`config.mk`:
```
export PLATFORM = sky130hd
export DESIGN_NAME = if_prefetch_buffer
export DESIGN_NICKNAME = d
export VERILOG_FILES = /design/src/rtl/if_prefetch_buffer.sv
export SDC_FILE = /design/constraint.sdc
export NUM_CORES = 1
export LEC_CHECK = 0
export BUFFER_PORTS_ARGS = -buffer_cell sky130_fd_sc_hd__buf_2
export CAP_MARGIN = 20
export CORE_MARGIN = 2
export CORE_UTILIZATION = 54
export CTS_BUF_LIST = sky130_fd_sc_hd__clkbuf_4
export CTS_CLUSTER_DIAMETER = 40
export DETAILED_ROUTE_END_ITERATION = 8
export GPL_TIMING_DRIVEN = 0
export HOLD_SLACK_MARGIN = 0.08
export PLACE_DENSITY = 0.78
export SETUP_SLACK_MARGIN = 0.2
export SKIP_LAST_GASP = 1
export SLEW_MARGIN = 15
export SYNTH_ARGS = -nofsm -noshare
export SYNTH_HDL_FRONTEND = slang
export SYNTH_SLANG_ARGS = --single-unit
```
`constraint.sdc`:
```
create_clock -name clk -period 3.3 [get_ports clk]
set_input_delay 0.33 -clock clk [delete_from_list [all_inputs] [get_ports clk]]
set_output_delay 0.33 -clock clk [all_outputs]
set_load 0.02 [all_outputs]
```
`src/rtl/if_prefetch_buffer.sv`:
```
// Instruction-fetch prefetch buffer: one outstanding req/ack fetch, PC-tagged FIFO, stall and redirect.
// Optional IF_PREFETCH_PERF_EN adds perf_fetched / perf_flushed counters.
module if_prefetch_buffer #(
  parameter int          DEPTH    = 4,
  parameter logic [31:0] RESET_PC = 32'h0000_0000
) (
  input  logic        clk,
  input  logic        reset,
  output logic        imem_req,
  output logic [31:0] imem_addr,
  input  logic        imem_ack,
  input  logic [31:0] imem_rdata,
  input  logic        stall,
  input  logic        redirect,
  input  logic [31:0] redirect_pc,
  output logic [31:0] instr,
  output logic [31:0] pc,
  output logic        instr_valid
`ifdef IF_PREFETCH_PERF_EN
  ,
  output logic [31:0] perf_fetched,
  output logic [31:0] perf_flushed
`endif
);

  localparam int          AW      = $clog2(DEPTH);
  localparam logic [AW:0] DEPTH_C = (AW + 1)'(DEPTH);

  typedef enum logic [1:0] {IDLE, WAIT, DISCARD} state_t;

  state_t        state_reg, state_next;
  logic [31:0]   fetch_pc_reg, fetch_pc_next;
  logic [31:0]   req_addr_reg;
  logic [AW-1:0] rd_ptr_reg, wr_ptr_reg;
  logic [AW:0]   count_reg;
  logic [31:0]   pc_mem    [DEPTH];
  logic [31:0]   instr_mem [DEPTH];
  logic          issue, push, pop;

  // Only IDLE issues, so nothing is outstanding and count alone bounds occupancy.
  assign issue       = (state_reg == IDLE) && !redirect && (count_reg < DEPTH_C);
  assign push        = (state_reg == WAIT) && imem_ack && !redirect;
  assign instr_valid = (count_reg != '0);
  assign pop         = instr_valid && !stall && !redirect;
  assign instr       = instr_valid ? instr_mem[rd_ptr_reg] : '0;
  assign pc          = instr_valid ? pc_mem[rd_ptr_reg] : '0;

  // A request cannot be withdrawn, so after issue the address comes from the latched copy.
  assign imem_req  = !reset && (issue || (state_reg != IDLE));
  assign imem_addr = (state_reg == IDLE) ? fetch_pc_reg : req_addr_reg;

  always_comb begin
    state_next = state_reg;
    case (state_reg)
      IDLE:    if (issue) state_next = WAIT;
      WAIT: begin
        if (imem_ack)      state_next = IDLE;
        else if (redirect) state_next = DISCARD;
      end
      DISCARD: if (imem_ack) state_next = IDLE;
      default: state_next = IDLE;
    endcase
  end

  always_comb begin
    fetch_pc_next = fetch_pc_reg;
    if (redirect)
      fetch_pc_next = {redirect_pc[31:2], 2'b00};
    else if (push)
      fetch_pc_next = fetch_pc_reg + 32'd4;
  end

  always_ff @(posedge clk or posedge reset) begin
    if (reset) begin
      state_reg    <= IDLE;
      fetch_pc_reg <= RESET_PC;
      req_addr_reg <= RESET_PC;
      rd_ptr_reg   <= '0;
      wr_ptr_reg   <= '0;
      count_reg    <= '0;
    end else begin
      state_reg    <= state_next;
      fetch_pc_reg <= fetch_pc_next;
      if (issue)
        req_addr_reg <= fetch_pc_reg;
      if (redirect) begin
        rd_ptr_reg <= '0;
        wr_ptr_reg <= '0;
        count_reg  <= '0;
      end else begin
        if (push) wr_ptr_reg <= wr_ptr_reg + 1'b1;
        if (pop)  rd_ptr_reg <= rd_ptr_reg + 1'b1;
        if (push && !pop)
          count_reg <= count_reg + 1'b1;
        else if (!push && pop)
          count_reg <= count_reg - 1'b1;
      end
    end
  end

  // Payload storage carries no reset; validity is tracked by count_reg.
  always_ff @(posedge clk) begin
    if (push) begin
      pc_mem[wr_ptr_reg]    <= fetch_pc_reg;
      instr_mem[wr_ptr_reg] <= imem_rdata;
    end
  end

`ifdef IF_PREFETCH_PERF_EN
  logic drop;
  assign drop = imem_ack && ((state_reg == DISCARD) || ((state_reg == WAIT) && redirect));

  always_ff @(posedge clk or posedge reset) begin
    if (reset) begin
      perf_fetched <= '0;
      perf_flushed <= '0;
    end else begin
      if (push)
        perf_fetched <= perf_fetched + 32'd1;
      perf_flushed <= perf_flushed + (redirect ? 32'(count_reg) : 32'd0) + 32'(drop);
    end
  end
`endif

endmodule
```
==> results.txt, run 1 <==
----------------------------------------------------
[Worst setup path]
  Arrival @ worst endpoint ... 2.63 ns
  Setup slack of the worst register-to-register path ... 0.87 ns
  Depth of the critical timing path with buffers and inverters included ... 5
  Number of cells on the worst reg-to-reg path ... 5
  Startpoint of the most critical register-to-register path ... count_reg[2]$_DFFE_PP0P_
  Largest delay share family, worst path ... buffers and inverters
  Worst setup SP type ... flip-flop
  Endpoint of the lowest-slack register-to-register path ... count_reg[1]$_DFFE_PP0P_
  Buf/Inv on CP ... 3
  CP cell instances ... buf_4, nor2_1, buf_1, mux2_2, buf_2
  Critical-path cell with the highest stage delay ... sky130_fd_sc_hd__buf_1
  Highest fanout seen on the critical path ... 10
  Type of element capturing the critical path ... primary output
  Delay of the slowest cell on the worst path ... 0.59 ns
  Critical path data required time ... 2.97 ns
  Crit Path Category ... flip-flop to primary output

[Synthesis]
  Synthesized cell area ... 0.0132 mm^2
  Post-synth cell types ... 41
  Most instantiated flip-flop cell in the synthesis netlist ... sky130_fd_sc_hd__edfxtp_1
  Cells after Synth ... 746
  Synthesis Warnings ... 0
  Top cell type's share of synthesized area ... 56.5%
  Async set or reset register ratio after synthesis ... 21.8%
  Register bit count reported by yosys ... 317
  Top cells by area, synth ... sky130_fd_sc_hd__edfxtp_1 56%, sky130_fd_sc_hd__dfrtp_1 13%, sky130_fd_sc_hd__mux4_2 11%
  Register area share after synthesis ... 69.5%
  Mapped Avg Cell Area ... 17.7 um^2
  Area leader, netlist ... sky130_fd_sc_hd__edfxtp_1
  Count of flip-flops with a built-in enable after synthesis ... 248

[Timing]
  Setup slack of the critical path after layout ... 0.342 ns
  Number of hold violations in the final report ... 0
  Number of endpoints failing setup at the final stage ... 0
  Achievable frequency ... 0.338 GHz
  Count of final max-slew check failures ... 0
  Min Clock Period, post-route ... 2.96 ns
  Layout Skew ... 0.0345 ns
  Slew of the pin with the lowest slew margin ... 0.772 ns
  Headroom to the max-slew limit ... 48.3%
  Worst Hold Slack ... 0.166 ns
  Final Cycle Share ... 89.6%
  Setup repair after global routing missed its margin ... false

[Pwr]
  Clock network fraction of total power ... 27.2%
  PwrDens ... 738 mW/mm^2
  Sw frac ... 32.6%
  Sequential power share ... 40.7%
  Worst IR Drop VDD ... 0.000484 V
  Power Internal ... 8.08 mW
  Overall power after layout ... 12.0 mW
  Share of total power in combinational logic ... 32.1%
  Static Leakage ... 6.00 nW
  Switching power of the nets ... 3.90 mW

[Global routing]
  Global-route wire length before repair ... 43500 um
  Vias in the first global route ... 8052
  Antenna violations before repair ... 0
  Overflow left after global routing ... 0
  Pin count of the biggest net entering global routing ... 49
  Total Routing Usage GR ... 22.1%

[Floorplan]
  Row count ... 57
  Number of placed I/O pins ... 167
  Starting Density ... 54.6%
  Die Height ... 160 um
  Die Wd ... 160 um
  Full die area ... 0.0257 mm^2
  Floorplan Core Area ... 0.0242 mm^2

[Clocking]
  Number of CTS-inserted buffers ... 81
  Register clock-pin slew on the reported worst setup and hold paths ... 0.06 ns
  CTS H-Tree Depth ... 3
  Worst skew pair latency ... 0.67 ns
  Number of buffers inserted by post-CTS setup repair ... 0
  Clk buf depth ... 3
  Clock sink total ... 317
  CTS tree ... done
  Clock Tree Root ... sky130_fd_sc_hd__clkbuf_4

[Final layout]
  Combined area of the multi-input logic cells ... 0.00378 mm^2
  Ant diodes ... 0
  Number of filler instances in the final layout ... 1615
  Number of nets in the finished design ... 1138
  Number of flip-flops in the largest register ... 128
  Register ranked first by flip-flop count ... instr_mem
  Relative area change from synthesis to final layout ... 23.1%
  Storage cell area ... 0.00917 mm^2
  Final Instance Area ... 0.0162 mm^2
  Final instance count without filler cells ... 1444
  Fraction of final layout cells sized beyond drive strength 1 ... 41.9%
  Registers with the most flip-flops ... instr_mem x128, pc_mem x120

[Placed design]
  IO Port Bufs ... 160
  Half-perimeter wire length after detailed placement ... 17500 um
  Area post-placement ... 0.0145 mm^2
  Placed cell count ... 1238
  Setup slack after placement ... 0.652 ns
  Final GP Congestion ... 0.765

[Run]
  Maximum capacitance violations ... 0

[Routing]
  Residual antenna-violating net count after detailed routing ... 0
  Initial DRT Pass Iterations ... 5
  Initial DRC count ... 439
  Total number of vias ... 7806
  Count of unresolved DRC violations after routing ... 0
  Vias per inst ... 5.41
  Routed wire length per instance ... 19.3 um
  Overall routed net length ... 27900 um

[Min path]
  Min-Delay Path Depth ... 3
  HP Start ... redirect
  Class of the tightest hold or removal check ... input port to flip-flop
  Min-Delay Endpoint ... req_addr_reg[31]$_DFFE_PP0P_

[Outcome]
  Outcome ... completed

----------------------------------------------------
## power groups by stage
stage	Sequential, mW	Combinational (mW)	Clock (mW)
after floorplan	4.88	2.69	0
after global routing	4.92	4.13	3.58
final	4.88	3.84	3.26
after detailed placement	4.96	3.82	0
after CTS	4.87	3.89	3.37
after global placement	4.94	3.76	0
## layer usage
metal  routed length (um)  GRT usage, %
met1                11400          29.3
met2                13800          36.2
met3                 2080          5.45
met4                  579          8.23
met5                    0             0
## worst max path at each step
stage / start / end / slack (ns)
global route: rd_ptr_reg[1]$_DFFE_PP0P_ / pc[28] / 0.21
global placement: redirect / instr_mem[0][27]$_DFFE_PP_ / -0.76
finish: state_reg[0]$_DFFE_PP0P_ / imem_addr[10] / 0.34
detailed placement: redirect / count_reg[2]$_DFFE_PP0P_ / 0.65
CTS: rd_ptr_reg[1]$_DFFE_PP0P_ / instr[29] / 0.09
floorplan: state_reg[1]$_DFFE_PP0P_ / instr_mem[0][0]$_DFFE_PP_ / 0.53
## Yosys cell counts (all sizes together) (5+ instances only)
cell type and instances:
ha 5, nand3 12, inv 10, nand2 40, clkbuf 20, nor2b 63
and2 6, o21ai 27, xnor2 25, mux4 62, nand4 7, buf 24
edfxtp 248, mux2 64, xor2 9, dfrtp 69, and4 5, nor4 14
nor2 12, nor3 11
## area by class of cell
class | instances | share of cell area (%)
timing repair buffer | 231 | 9.75
clock inverter | 18 | 0.632
tap | 324 | 2.50
multi-input combinational | 378 | 23.3
clock buffer | 122 | 5.64
sequential | 317 | 56.5
inverter | 10 | 0.246
buffer | 44 | 1.47
## stage by stage
stage | util (%) | setup TNS [ns]
final | 67.2 | 0
after global routing | 67.2 | 0
after CTS | 67.1 | 0
after detailed placement | 60.2 | 0
after global placement | 59.6 | -181.71
after floorplan | - | 0
## cells in the final DEF (no fill, tap or decap), types with 15 or more instances in the layout
cell type / count
sky130_fd_sc_hd__edfxtp_1: 248
sky130_fd_sc_hd__dfrtp_1: 69
sky130_fd_sc_hd__buf_2: 169
sky130_fd_sc_hd__xnor2_1: 25
sky130_fd_sc_hd__clkbuf_1: 15
sky130_fd_sc_hd__nor2b_1: 63
sky130_fd_sc_hd__mux2_2: 60
sky130_fd_sc_hd__o21ai_1: 17
sky130_fd_sc_hd__dlygate4sd3_1: 66
sky130_fd_sc_hd__nand2_1: 40
sky130_fd_sc_hd__mux4_2: 62
sky130_fd_sc_hd__clkbuf_4: 125
## logic make-up after synthesis
family,after synthesis,synth area share [%]
DFF,317,69.5
and+or+nand+nor,175,8.16
muxes,127,16.1
buffers and inverters,54,1.98
xor gates and xnor gates,34,2.26
AOI/OAI and AO/OA,32,1.28
adders and majority gates,6,0.626
other,1,0.0284
## what timing repair did
item | 4_1_cts | 5_1_grt
endpoints found under the hold margin | 231 | 0
hold buffers | 66 | 0
resized for setup | 2 | 12
setup endpoints to repair | 59 | 43
cloned | 0 | 0
## worst register-to-register path: stages, from the launching register on
cell and delay [ns]:
sky130_fd_sc_hd__dfrtp_1 0.46, sky130_fd_sc_hd__nor3_4 0.62, sky130_fd_sc_hd__nor2_1 0.27, sky130_fd_sc_hd__nor3_1 0.24
sky130_fd_sc_hd__fa_1 0.45, sky130_fd_sc_hd__a211oi_1 0.26
(Power assumes the default switching activity.)
==> run 2: changes to the inputs <==
--- a/config.mk
+++ b/config.mk
@@ -8,13 +8,13 @@
 export BUFFER_PORTS_ARGS = -buffer_cell sky130_fd_sc_hd__buf_2
 export CAP_MARGIN = 20
 export CORE_MARGIN = 2
-export CORE_UTILIZATION = 54
+export CORE_UTILIZATION = 59
 export CTS_BUF_LIST = sky130_fd_sc_hd__clkbuf_4
 export CTS_CLUSTER_DIAMETER = 40
 export DETAILED_ROUTE_END_ITERATION = 8
 export GPL_TIMING_DRIVEN = 0
 export HOLD_SLACK_MARGIN = 0.08
-export PLACE_DENSITY = 0.78
+export PLACE_DENSITY = 0.84
 export SETUP_SLACK_MARGIN = 0.2
 export SKIP_LAST_GASP = 1
 export SLEW_MARGIN = 15
==> run 2 against run 1 <==
  * Setup slack gained 0.045 ns
  * Clock skew shrank 0.0077 ns
  * Sequential cell count is the same
  * Clock power shrank 2%
  * Highest routed layer unchanged
  * Total power shrank 0.68%
  * Via count grew 0.27%
  * Utilization grew 6.6 points
  * Worst hold slack gained 0.025 ns
  * Critical endpoint is now pc[12]
  * Global-route usage grew 2.3 points
  * Cell count shrank 3.0%
==> results.txt, run 2 (synthesis results as in run 1) <==
----------------------------------------------------
[Worst setup path]
  Number of cells on the worst reg-to-reg path ... 6 (+1)
  Highest fanout seen on the critical path ... 10 (unchanged)
  Arrival @ worst endpoint ... 2.58 ns (-0.05 ns)
  Type of element capturing the critical path ... primary output
  Most common cell type on the critical path ... sky130_fd_sc_hd__buf_2
  Critical-path cell with the highest stage delay ... sky130_fd_sc_hd__mux4_2
  Startpoint of the most critical register-to-register path ... fetch_pc_reg[2]$_DFFE_PP0N_
  CP cell instances ... buf_2, buf_2, mux4_2, nor2b_1, buf_2
  Worst setup SP type ... flip-flop
  Critical path data required time ... 2.97 ns (about the same)
  Buf/Inv on CP ... 3 (unchanged)
  Setup slack of the worst register-to-register path ... 0.95 ns (+0.08 ns)
  Endpoint of the lowest-slack register-to-register path ... fetch_pc_reg[20]$_DFFE_PP0N_
  Crit Path Category ... flip-flop to primary output
  Largest delay share family, worst path ... buffers and inverters
  Delay of the slowest cell on the worst path ... 0.59 ns (about the same)

[Placed design]
  Final GP Congestion ... 0.863 (+13%)
  IO Port Bufs ... 160 (unchanged)
  Area post-placement ... 0.0145 mm^2 (-0.48%)
  Half-perimeter wire length after detailed placement ... 17100 um (-2.5%)
  Placed cell count ... 1194 (-3.6%)

[Floorplan]
  Die Height ... 154 um (-4.2%)
  Die Wd ... 154 um (-4.2%)
  Row count ... 54 (-5.3%)
  Floorplan Core Area ... 0.0219 mm^2 (-9.5%)
  Starting Density ... 60.3% (+5.7 points)
  Full die area ... 0.0236 mm^2 (-8.3%)
  Number of placed I/O pins ... 167 (unchanged)

[Clocking]
  Number of CTS-inserted buffers ... 79 (-2.5%)
  Clock Tree Root ... sky130_fd_sc_hd__clkbuf_4
  Clk buf depth ... 3 (unchanged)
  Worst skew pair latency ... 0.67 ns (about the same)
  CTS H-Tree Depth ... 3 (unchanged)
  Clock sink total ... 317 (unchanged)
  CTS tree ... done
  Number of buffers inserted by post-CTS setup repair ... 0 (unchanged)
  Register clock-pin slew on the reported worst setup and hold paths ... 0.06 ns (about the same)

[Outcome]
  Outcome ... completed

[Timing]
  Worst Hold Slack ... 0.191 ns (+0.0247 ns)
  Min Clock Period, post-route ... 2.91 ns (-0.0447 ns)
  Number of endpoints failing setup at the final stage ... 0 (unchanged)
  Setup TNS after final layout ... 0 ns (unchanged)
  Final Cycle Share ... 88.3% (-1.4 points)
  Setup repair after global routing missed its margin ... false
  Layout Skew ... 0.0268 ns (-0.00772 ns)
  Headroom to the max-slew limit ... 49.6% (+1.3 points)
  Achievable frequency ... 0.343 GHz (+1.5%)
  Count of final max-slew check failures ... 0 (unchanged)
  Number of hold violations in the final report ... 0 (unchanged)
  Slew of the pin with the lowest slew margin ... 0.755 ns (-0.0170 ns)

[Global routing]
  Pin count of the biggest net entering global routing ... 47 (-4.1%)
  Total Routing Usage GR ... 24.4% (+2.3 points)
  Antenna violations before repair ... 0 (unchanged)
  Overflow left after global routing ... 0 (unchanged)
  Global-route wire length before repair ... 44200 um (+1.5%)
  Vias in the first global route ... 8325 (+3.4%)

[Final layout]
  Ant diodes ... 0 (unchanged)
  Most frequent standard cell in the layout excluding fill and tap cells ... sky130_fd_sc_hd__edfxtp_1
  Number of nets in the finished design ... 1136 (-0.18%)
  Number of flip-flops in the largest register ... 128 (unchanged)
  Final instance count without filler cells ... 1400 (-3.0%)
  Final Instance Area ... 0.0161 mm^2 (-0.62%)
  Fraction of final layout cells sized beyond drive strength 1 ... 41.1% (-0.80 points)
  Registers with the most flip-flops ... instr_mem x128, pc_mem x120
  Register ranked first by flip-flop count ... instr_mem
  Commonest non-fill, non-tap cells in the layout ... 248 x sky130_fd_sc_hd__edfxtp_1, 171 x sky130_fd_sc_hd__buf_2, 119 x sky130_fd_sc_hd__clkbuf_4
  Number of filler instances in the final layout ... 1352 (-16%)
  Relative area change from synthesis to final layout ... 22.4%

[Pwr]
  Worst IR Drop VDD ... 0.000434 V (-10%)
  Static Leakage ... 5.98 nW (-0.42%)
  PwrDens ... 737 mW/mm^2 (about the same)

[Run]
  Maximum capacitance violations ... 0 (unchanged)

[Min path]
  HP Start ... redirect
  Min-Delay Path Depth ... 3 (unchanged)
  Min-Delay Endpoint ... req_addr_reg[31]$_DFFE_PP0P_
  Class of the tightest hold or removal check ... input port to flip-flop

[Routing]
  Routed wire length per instance ... 20.0 um (+3.4%)
  Overall routed net length ... 27900 um (+0.29%)
  Vias per inst ... 5.59 (+3.4%)
  Total number of vias ... 7827 (+0.27%)
  Initial DRC count ... 582 (+33%)
  Residual antenna-violating net count after detailed routing ... 0 (unchanged)
  Count of unresolved DRC violations after routing ... 0 (unchanged)
  Initial DRT Pass Iterations ... 5 (unchanged)

----------------------------------------------------
run 2: through the flow:
| stage | utilization (%) | setup WS (ns) | power, mW |
|---|---|---|---|
| finish | 73.7 | 0.387 | 11.9 |
| global route | 73.7 | 0.201 | 12.5 |
| CTS | 73.7 | 0.274 | 12.0 |
| detailed placement | 66.1 | 0.537 | 8.73 |
| global placement | 65.6 | -0.716 | 8.66 |
| floorplan | - | 0.529 | 7.58 |
run 2: how the worst max path moves through the flow:
stage                              start                          to  cells after the start
3_3_place_gp                    redirect  instr_mem[3][26]$_DFFE_PP_                      4
6_report       rd_ptr_reg[0]$_DFFE_PP0P_                      pc[12]                      5
5_1_grt        rd_ptr_reg[1]$_DFFE_PP0P_                      pc[28]                      5
4_1_cts        rd_ptr_reg[0]$_DFFE_PP0P_                   instr[30]                      5
2_1_floorplan   state_reg[1]$_DFFE_PP0P_   instr_mem[0][0]$_DFFE_PP_                      3
3_5_place_dp                    redirect    count_reg[2]$_DFFE_PP0P_                      8
run 2: where the power goes:
group | internal (mW) | switching, mW
clock | 1.71 | 1.49
sequential | 4.65 | 0.238
combinational | 1.66 | 2.15
total | 8.02 | 3.88
run 2: timing repair:
item	4_1_cts	5_1_grt
hold buffers	66	0
endpoints found under the hold margin	230	0
endpoints found under the setup margin	58	3
gates resized for setup	6	1
cloned	0	0
run 2: layer usage:
metal	global-route usage (%)	part of all wire [%]	vias to the layer above	routed length [um]
li1	-	-	3544	-
met1	31.8	40	3863	11200
met2	41.0	49	366	13800
met3	5.67	8.3	54	2310
met4	8.65	2.3	0	656
met5	0	0	-	0
run 2: area by class of cell:
type | instances | area (um^2) | share of cell area, %
flip-flops and latches | 317 | 9170 | 56.8
multi-input cells | 378 | 3780 | 23.4
repair buffers | 231 | 1570 | 9.72
clock buffers | 118 | 886 | 5.49
well taps | 280 | 350 | 2.17
plain buffers | 44 | 234 | 1.45
clock inverters | 22 | 113 | 0.698
inverters | 10 | 40.0 | 0.248
run 2: worst reg2reg max path, stage by stage, from the launching register on:
cell and delay, ns:
sky130_fd_sc_hd__dfrtp_1 0.54, sky130_fd_sc_hd__ha_1 0.38, sky130_fd_sc_hd__nand4b_2 0.31, sky130_fd_sc_hd__or3_1 0.46
sky130_fd_sc_hd__nor3_2 0.18, sky130_fd_sc_hd__xor2_1 0.11, sky130_fd_sc_hd__mux2_2 0.26
==> run 3: changes to the inputs <==
--- a/config.mk
+++ b/config.mk
@@ -8,13 +8,13 @@
 export BUFFER_PORTS_ARGS = -buffer_cell sky130_fd_sc_hd__buf_2
 export CAP_MARGIN = 20
 export CORE_MARGIN = 2
-export CORE_UTILIZATION = 59
+export CORE_UTILIZATION = 35
 export CTS_BUF_LIST = sky130_fd_sc_hd__clkbuf_4
 export CTS_CLUSTER_DIAMETER = 40
 export DETAILED_ROUTE_END_ITERATION = 8
 export GPL_TIMING_DRIVEN = 0
 export HOLD_SLACK_MARGIN = 0.08
-export PLACE_DENSITY = 0.84
+export PLACE_DENSITY = 0.56
 export SETUP_SLACK_MARGIN = 0.2
 export SKIP_LAST_GASP = 1
 export SLEW_MARGIN = 15
==> run 3 against run 2 <==
  * Sequential power about the same
  * Combinational power up 5%
  * Design area up 2.9%
  * Register-to-register slack about the same
  * First-iteration DRC count down 35%
  * Clock skew up 0.010 ns
  * Global-route usage down 8.1 points
  * Total power up 3.6%
==> results.txt, run 3 (synthesis results as in run 1) <==
----------------------------------------------------
[Outcome]
  Outcome ... completed

[Routing]
  Initial DRC count ... 376 (-35%)
  Routed wire length per instance ... 18.7 um (-6.1%)
  Count of unresolved DRC violations after routing ... 0 (unchanged)
  Vias per inst ... 4.66 (-17%)
  Overall routed net length ... 31000 um (+11%)
  Initial DRT Pass Iterations ... 6 (+1)
  Residual antenna-violating net count after detailed routing ... 0 (unchanged)
  Total number of vias ... 7694 (-1.7%)

[Floorplan]
  Die Height ... 198 um (+29%)
  Floorplan Core Area ... 0.0374 mm^2 (+71%)
  Die Wd ... 198 um (+29%)
  Row count ... 71 (+31%)
  Starting Density ... 35.3% (-25 points)
  Number of placed I/O pins ... 167 (unchanged)
  Full die area ... 0.0393 mm^2 (+67%)

[Worst setup path]
  Type of element capturing the critical path ... primary output
  Crit Path Category ... flip-flop to primary output
  Highest fanout seen on the critical path ... 10 (unchanged)
  Number of cells on the worst reg-to-reg path ... 4 (-2)
  Largest delay share family, worst path ... buffers and inverters
  Worst setup SP type ... flip-flop
  Endpoint of the lowest-slack register-to-register path ... instr_mem[1][21]$_DFFE_PP_
  Buf/Inv on CP ... 3 (unchanged)
  Setup slack of the worst register-to-register path ... 0.96 ns (about the same)
  Startpoint of the most critical register-to-register path ... state_reg[1]$_DFFE_PP0P_
  CP cell instances ... buf_4, nor2_1, buf_1, mux2_2, buf_2
  Delay of the slowest cell on the worst path ... 0.50 ns (-0.09 ns)
  Critical path data required time ... 2.97 ns (about the same)
  Arrival @ worst endpoint ... 2.60 ns (+0.02 ns)
  Critical-path cell with the highest stage delay ... sky130_fd_sc_hd__buf_1

[Global routing]
  Overflow left after global routing ... 0 (unchanged)
  Vias in the first global route ... 8281 (-0.53%)
  Total Routing Usage GR ... 16.3% (-8.1 points)
  Global-route wire length before repair ... 47500 um (+7.6%)
  Antenna violations before repair ... 3 (+3)
  Pin count of the biggest net entering global routing ... 40 (-15%)

[Pwr]
  Worst IR Drop VDD ... 0.000396 V (-8.7%)
  Static Leakage ... 6.07 nW (+1.5%)
  PwrDens ... 742 mW/mm^2 (+0.67%)
  Overall power after layout ... 12.3 mW (+3.6%)

[Clocking]
  CTS tree ... done
  Number of CTS-inserted buffers ... 86 (+8.9%)
  Register clock-pin slew on the reported worst setup and hold paths ... 0.06 ns (about the same)
  Clk buf depth ... 3 (unchanged)
  Clock Tree Root ... sky130_fd_sc_hd__clkbuf_4
  Worst skew pair latency ... 0.74 ns (+0.07 ns)
  CTS H-Tree Depth ... 3 (unchanged)
  Clock sink total ... 317 (unchanged)

[Timing]
  Min Clock Period, post-route ... 2.93 ns (+0.0204 ns)
  Count of final max-slew check failures ... 0 (unchanged)
  Setup TNS after final layout ... 0 ns (unchanged)
  Final Cycle Share ... 88.9% (+0.62 points)
  Slew of the pin with the lowest slew margin ... 0.653 ns (-0.103 ns)
  Number of endpoints failing setup at the final stage ... 0 (unchanged)
  Headroom to the max-slew limit ... 56.5% (+6.9 points)
  Layout Skew ... 0.0369 ns (+0.0101 ns)
  Number of hold violations in the final report ... 0 (unchanged)
  Achievable frequency ... 0.341 GHz (-0.70%)
  Setup repair after global routing missed its margin ... true

[Placed design]
  Final GP Congestion ... 0.750 (-13%)
  Placed cell count ... 1425 (+19%)
  IO Port Bufs ... 160 (unchanged)
  Half-perimeter wire length after detailed placement ... 19800 um (+15%)

[Min path]
  Class of the tightest hold or removal check ... input port to asynchronous set/reset pin

[Final layout]
  Registers with the most flip-flops ... instr_mem x128, pc_mem x120
  Final core occ ... 44.4% (-29 points)
  Storage cell area ... 0.00917 mm^2 (unchanged)
  Fraction of final layout cells sized beyond drive strength 1 ... 42.0% (+0.88 points)
  Most frequent standard cell in the layout excluding fill and tap cells ... sky130_fd_sc_hd__edfxtp_1
  Number of filler instances in the final layout ... 3413 (+150%)
  Register ranked first by flip-flop count ... instr_mem
  Number of flip-flops in the largest register ... 128 (unchanged)
  Combined area of the multi-input logic cells ... 0.00378 mm^2 (+0.17%)
  Commonest non-fill, non-tap cells in the layout ... 248 x sky130_fd_sc_hd__edfxtp_1, 168 x sky130_fd_sc_hd__buf_2, 129 x sky130_fd_sc_hd__clkbuf_4
  Final instance count without filler cells ... 1652 (+18%)
  Relative area change from synthesis to final layout ... 25.9%
  Number of nets in the finished design ... 1147 (+0.97%)

[Run]
  Maximum capacitance violations ... 0 (unchanged)

----------------------------------------------------
run 3: cell count changes in the layout (fill, tap and decap cells not counted), moves of 2 or more:
cell / previous run / this run
sky130_fd_sc_hd__clkbuf_4: 119 / 129
sky130_fd_sc_hd__buf_4: 6 / 13
sky130_fd_sc_hd__diode_2: 0 / 4
sky130_fd_sc_hd__buf_2: 171 / 168
sky130_fd_sc_hd__clkinv_1: 16 / 19
sky130_fd_sc_hd__buf_1: 3 / 1
sky130_fd_sc_hd__buf_16: 1 / 3
run 3: how the worst max path moves through the flow:
| stage | from | to | slack, ns | depth (start not counted) |
|---|---|---|---|---|
| after global placement | redirect | instr_mem[0][27]$_DFFE_PP_ | -1.07 | 4 |
| after global routing | rd_ptr_reg[0]$_DFFE_PP0P_ | pc[20] | 0.18 | 5 |
| final | state_reg[0]$_DFFE_PP0P_ | imem_addr[23] | 0.37 | 5 |
| after detailed placement | redirect | count_reg[2]$_DFFE_PP0P_ | 0.59 | 8 |
| after CTS | state_reg[0]$_DFFE_PP0P_ | imem_req | 0.20 | 6 |
| after floorplan | state_reg[1]$_DFFE_PP0P_ | instr_mem[0][0]$_DFFE_PP_ | 0.53 | 3 |
run 3: worst reg2reg max path, cell delays in order, from the launching register on:
cell and delay [ns]:
sky130_fd_sc_hd__dfrtp_1 0.45, sky130_fd_sc_hd__nand3b_1 0.34, sky130_fd_sc_hd__nor2_1 0.31, sky130_fd_sc_hd__and2_4 0.56, sky130_fd_sc_hd__buf_12 0.31
run 3: repair_timing:
item | CTS | global route
pin swaps | 1 | 0
endpoints found under the setup margin | 72 | 15
hold buffers | 67 | 0
setup buffers | 3 | 0
gates resized for setup | 14 | 2
endpoints found under the hold margin | 233 | 0
run 3: area by class of cell:
type / instances / area share [%]
antenna: 4 / 0.0603
buffer: 44 / 1.51
clock buffer: 128 / 5.79
clock inverter: 25 / 0.738
inverter: 10 / 0.241
multi-input combinational: 378 / 22.8
sequential: 317 / 55.2
tap: 511 / 3.85
timing repair buffer: 235 / 9.81
run 3: routing by layer:
metal	wire [um]	part of all wire [%]	GRT usage, %	vias up
li1	-	-	-	3572
met1	13800	45	20.8	3838
met2	14600	47	26.3	222
met3	1730	5.6	4.55	62
met4	795	2.6	6.77	0
met5	0	0	0	-
run 3: where the power goes:
group,internal (mW),leakage [nW],switching [mW]
registers,4.65,3.09,0.221
clock network,1.84,0.653,1.61
logic,1.75,2.32,2.26
run 3: metrics by stage:
| stage | hold WS (ns) | worst slack (ns) | area (um^2) |
|---|---|---|---|
| after floorplan | 0.396 | 0.529 | 13200 |
| after global placement | 0.464 | -1.07 | 14600 |
| after detailed placement | 0.393 | 0.590 | 14800 |
| after CTS | 0.0980 | 0.202 | 16600 |
| after global routing | 0.144 | 0.182 | 16600 |
| final | 0.169 | 0.367 | 16600 |
